===== config.mk =====
export PLATFORM = sky130hd
export DESIGN_NAME = sysid_check_sequencer
export DESIGN_NICKNAME = d
export VERILOG_FILES = /design/src/rtl/sysid_check_sequencer.sv
export SDC_FILE = /design/constraint.sdc
export NUM_CORES = 1
export LEC_CHECK = 0
export ABC_AREA = 1
export BUFFER_PORTS_ARGS = -buffer_cell sky130_fd_sc_hd__buf_2
export CAP_MARGIN = 10
export CORE_MARGIN = 8
export CORE_UTILIZATION = 35
export DETAILED_ROUTE_END_ITERATION = 10
export MAX_ROUTING_LAYER = met4
export SETUP_SLACK_MARGIN = 0.4
export SYNTH_ARGS = -nofsm -noshare
export SYNTH_HDL_FRONTEND = slang
export SYNTH_SLANG_ARGS = --single-unit

===== constraint.sdc =====
create_clock -name clock -period 1.5 [get_ports clock]
set_input_delay 0.075 -clock clock [delete_from_list [all_inputs] [get_ports clock]]
set_output_delay 0.075 -clock clock [all_outputs]
set_load 0.02 [all_outputs]

===== src/rtl/sysid_check_sequencer.sv =====
// Avalon-MM read master that fetches the system-ID and build timestamp
// words after reset or on request and reports whether both match.
module sysid_check_sequencer #(
  parameter logic [31:0] EXPECTED_ID    = 32'd0,
  parameter logic [31:0] EXPECTED_TS    = 32'd1457589968,
  parameter int unsigned TIMEOUT_CYCLES = 255,
  parameter int unsigned MAX_RETRY      = 2,
  parameter bit          AUTO_START     = 1'b1
) (
  input  logic        clock,
  input  logic        reset_n,
  input  logic        start,
  output logic        avm_address,
  output logic        avm_read,
  input  logic        avm_waitrequest,
  input  logic [31:0] avm_readdata,
  output logic        busy,
  output logic        done,
  output logic        pass,
  output logic        id_match,
  output logic        ts_match,
  output logic        timeout_err,
  output logic [31:0] id_value,
  output logic [31:0] ts_value
);

  typedef enum logic [2:0] {
    IDLE,
    RD_ID,
    RD_TS,
    CMP,
    GAP,
    DONE
  } state_t;

  localparam logic [15:0] WAIT_LAST = 16'(TIMEOUT_CYCLES - 1);
  localparam logic [3:0]  RETRY_MAX = 4'(MAX_RETRY);

  state_t      state_q;
  state_t      state_d;
  logic [15:0] wait_q;
  logic [15:0] wait_d;
  logic [3:0]  retry_q;
  logic [3:0]  retry_d;
  logic        auto_q;
  logic        auto_d;
  logic        pass_d;
  logic        id_match_d;
  logic        ts_match_d;
  logic        timeout_err_d;
  logic [31:0] id_value_d;
  logic [31:0] ts_value_d;
  logic        launch;
  logic        expired;

  always_comb begin
    state_d       = state_q;
    wait_d        = wait_q;
    retry_d       = retry_q;
    auto_d        = auto_q;
    pass_d        = pass;
    id_match_d    = id_match;
    ts_match_d    = ts_match;
    timeout_err_d = timeout_err;
    id_value_d    = id_value;
    ts_value_d    = ts_value;
    launch        = 1'b0;
    expired       = 1'b0;

    unique case (state_q)
      IDLE: launch = start | auto_q;
      DONE: launch = start;
      RD_ID, RD_TS: begin
        if (!avm_waitrequest) begin
          wait_d = '0;
          if (state_q == RD_ID) begin
            id_value_d = avm_readdata;
            state_d    = RD_TS;
          end else begin
            ts_value_d = avm_readdata;
            state_d    = CMP;
          end
        end else if (wait_q == WAIT_LAST) begin
          expired = 1'b1;
        end else begin
          wait_d = wait_q + 16'd1;
        end
      end
      CMP: begin
        id_match_d = (id_value == EXPECTED_ID);
        ts_match_d = (ts_value == EXPECTED_TS);
        pass_d     = (id_value == EXPECTED_ID)
                   & (ts_value == EXPECTED_TS);
        state_d    = DONE;
      end
      GAP:     state_d = RD_ID;
      default: state_d = IDLE;
    endcase

    // A stalled read drops avm_read for one cycle (GAP or DONE)
    if (expired) begin
      wait_d = '0;
      if (retry_q < RETRY_MAX) begin
        retry_d = retry_q + 4'd1;
        state_d = GAP;
      end else begin
        timeout_err_d = 1'b1;
        state_d       = DONE;
      end
    end

    if (launch) begin
      auto_d        = 1'b0;
      pass_d        = 1'b0;
      id_match_d    = 1'b0;
      ts_match_d    = 1'b0;
      timeout_err_d = 1'b0;
      retry_d       = '0;
      wait_d        = '0;
      state_d       = RD_ID;
    end
  end

  // Bus and status outputs are flops decoded from the next state
  always_ff @(posedge clock or negedge reset_n) begin
    if (!reset_n) begin
      state_q     <= IDLE;
      wait_q      <= '0;
      retry_q     <= '0;
      auto_q      <= AUTO_START;
      avm_read    <= 1'b0;
      avm_address <= 1'b0;
      busy        <= 1'b0;
      done        <= 1'b0;
      pass        <= 1'b0;
      id_match    <= 1'b0;
      ts_match    <= 1'b0;
      timeout_err <= 1'b0;
      id_value    <= '0;
      ts_value    <= '0;
    end else begin
      state_q     <= state_d;
      wait_q      <= wait_d;
      retry_q     <= retry_d;
      auto_q      <= auto_d;
      avm_read    <= (state_d == RD_ID) | (state_d == RD_TS);
      avm_address <= (state_d == RD_TS);
      busy        <= (state_d == RD_ID) | (state_d == RD_TS)
                   | (state_d == CMP) | (state_d == GAP);
      done        <= (state_d == DONE);
      pass        <= pass_d;
      id_match    <= id_match_d;
      ts_match    <= ts_match_d;
      timeout_err <= timeout_err_d;
      id_value    <= id_value_d;
      ts_value    <= ts_value_d;
    end
  end

endmodule


==> results.toml <==
[run_status]
status = "finished with violations"
violations = "negative setup slack"

[clock_network]
numCtsBuffers = 9
htreeDepth = 3
cts_sinks = 96
clock_path_buffers = 2
clk_pin_slew_worst_paths_ns = 0.07
cts_tree = "done"
insertion_delay_ns = 0.35
cts_root_buffer = "clkbuf_16"

[setup_path]
slowest_stage = "dfrtp_1"
endpoint_kind = "register"
cp.required_ns = 1.73
regToRegStartpoint = "wait_q[0]"
path_max_fanout = 7
crit_family = "simple AND/OR/NAND/NOR gates"
path_cells = "inv_2, ha_4, nand3_4, nor2_4, nand3_4, nand2_4, inv_4, nand2_4, nand2_8, nand2_2, nor2_1"
worst-path-buf-inv = 2
rr_worst_depth = 11
rrSetupSlack_ns = -0.05
max_stage_delay_ns = 0.40
path_class = "reg -> reg"
worst_ep_arrival_time_ns = 1.78
reg2reg_to = "wait_q[14]"
cp-start-kind = "register"

[routing]
first_pass_iters = 4
num_vias = 4326
vias_per_cell = 4.697
wl_per_cell_um = 15.63
drc = 0
drt-total-wl_mm = 14.39
drtIter0Drc = 233
ant_nets = 0

[global_routing]
overflow = 0
grt_max_degree = 65
grt.total_usage_pct = 17.74
grt_antenna_before_repair = 0
grt_pass1_vias = 4414
grt_pass1_wl_mm = 22.18

[sta]
fin_skew_ns = 0.007733
setup_slack_ns = -0.05007
fin_crit_ns = 1.550
rsz0062_at_grt = "true"
max_freq_ghz = 0.6451
period_share_pct = 103.3
drv_slew = 0
hold_violations = 0
final-setup-viol-count = 17
worst_slew_pin_slew_ns = 0.3323
slew_headroom_pct = 77.66

[synthesis]
ys_types = 31
postSynthCellCount = 535
ys_top_cells_by_area = "dfrtp_1 54%, nand2_1 12%, o21ai_0 8.4%"
yosysTopAreaCellShare_pct = 54.15
syn_avg_cell_area_sq_um = 8.206
synthesis.nets = 574
ys_warn_count = 0
syn_area_sq_um = 4390
yosysTopAreaCell = "dfrtp_1"
yosysSeqAreaShare_pct = 54.74
ys_ff_latch = 96

[placed_design]
port_buffers = 107
place_area_sq_um = 5431
dp_worst_setup_slack_ns = -0.1717
gp_congestion = 0.8494
dp_hpwl_mm = 8.602

[min_path]
min_to = "wait_q[1]"
whs_path_depth = 3
hold_path.class = "in -> reg"
min_from = "avm_waitrequest"

[power_and_ir_drop]
power_density_nw_per_um2 = 1942
p_total_uw = 14000
power.leakage_uw = 0.003540
ir_drop_mv = 1.372

[floorplan]
die_w_um = 128
rows = 41
die_area_sq_um = 16380
boundaryPins = 108
core_area_sq_um = 12410
start_util_pct = 35.37
fp.dieH_um = 128

[layout]
area_delta_synth_final_pct = 64.18
fin_nets = 782
final_area_sq_um = 7208
drive_gt1_share_pct = 47.59

[flow_run]
max-cap-violations = 0
stage by stage:
step	std cells	TNS [ns]	utilization (%)	hold slack (ns)
global placement	831	-0.4313	43.75	-0.005683
finish	921	-0.4535	58.06	0.09634
global route	920	-2.205	58.04	0.09931
detailed placement	831	-0.8493	43.75	-0.008832
CTS	907	0	54.80	0.06992
floorplan	535	0	-	-0.2206
sequential cells by signal, summed over array words and instances (netlist names), 3 cells and up:
register and cells:
ts_value 32, wait_q 16, id_value 32, retry_q 4, state_q 3
cell usage in the layout, fill, tap and decap left out, types with 4 or more instances in the layout:
master | Yosys | final
inv_2 | 6 | 8
nand3_4 | 1 | 5
nand2_4 | 3 | 16
dfrtp_1 | 95 | 74
buf_2 | 0 | 98
nand2_2 | 3 | 28
buf_16 | 0 | 7
nand2_1 | 141 | 101
dlygate4sd3_1 | 0 | 33
xor2_1 | 5 | 5
nor2_1 | 68 | 47
o21ai_2 | 0 | 31
a21oi_1 | 9 | 4
buf_6 | 1 | 26
inv_1 | 58 | 52
buf_12 | 0 | 6
nand3_2 | 2 | 7
nor2_2 | 2 | 13
o21ai_1 | 1 | 12
inv_4 | 0 | 4
o21ai_0 | 74 | 32
nor2_4 | 2 | 12
nand3_1 | 22 | 13
buf_4 | 2 | 41
clkbuf_16 | 0 | 9
nand4_1 | 10 | 10
a21oi_2 | 1 | 5
dfrtp_2 | 0 | 21
tightest hold or removal path: stages:
cell	delay [ns]
buf_2	0.17
nand3_2	0.11
o21ai_2	0.05
layer usage:
metal | part of all wire [%] | global-route usage [%] | up-vias
met5 | 0 | - | -
met4 | 1.4 | 6.084 | 0
met3 | 3.6 | 3.203 | 15
met2 | 51 | 29.31 | 104
met1 | 44 | 21.45 | 2078
li1 | - | - | 2129
worst max path at each step:
stage          slack (ns)    startpoint         end  cells past startpoint
6_report            -0.05     wait_q[0]  wait_q[14]                     11
5_1_grt             -0.11     wait_q[0]  wait_q[14]                     11
4_1_cts             0.005     wait_q[0]   wait_q[2]                     11
3_5_place_dp        -0.17  id_value[19]    id_match                      6
3_3_place_gp        -0.14  id_value[19]    id_match                      6
2_1_floorplan        0.04    state_q[1]   wait_q[2]                     12
synth_stat cells:
library cell	number
nor2_4	2
nand3_2	2
a21oi_2	1
ha_1	3
a21oi_1	9
o21ai_0	74
buf_6	1
dfstp_2	1
nand3_4	1
buf_4	2
nor2_1	68
nor2_2	2
a31oi_1	1
nor3b_1	1
or2_1	1
nor3_1	4
clkbuf_1	12
inv_1	58
dfrtp_1	95
nand2_2	3
nand3_1	22
o21bai_1	1
nand2_4	3
nor4_1	3
nand4_1	10
xnor2_1	1
nand3b_1	1
o21ai_1	1
inv_2	6
xor2_1	5
nand2_1	141
power breakdown:
part           internal, uW  total, uW  switching [uW]
registers              3550       4460             908
logic                  3010       7060            4050
clock network          1460       2480            1020
timing repair:
| item | in CTS | in global routing |
|---|---|---|
| resized for setup | 138 | 93 |
| hold endpoints to repair | 76 | 0 |
| pin swaps | 21 | 32 |
| setup buffers | 20 | 13 |
| setup endpoints to repair | 95 | 100 |
| gates cloned | 7 | 0 |
| hold buffers | 33 | 0 |
cell type report:
type | count | area [sq um]
Antenna cell | 1 | 2.502
Clock buffer | 9 | 225.2
Clock inverter | 7 | 96.34
Fill cell | 1055 | 5206
Inverter | 64 | 250.2
Multi-Input combinational cell | 360 | 2240
Sequential cell | 96 | 2430
Tap cell | 172 | 215.2
Timing Repair Buffer | 212 | 1749
cells by family (layout without fill, tap and decap cells):
logic type               count (synthesis)  after routing  synth area share, %
buffers and inverters                   79            292                7.096
adder cells (fa/ha/maj)                  3              3               0.8550
AND/OR/NAND/NOR                        264            264                26.02
AO/OA/AOI/OAI                           87             87                10.09
flip-flops                              96             96                54.75
other                                    0              1                    0
XOR/XNOR                                 6              6                1.197
(Power assumes the default switching activity.)
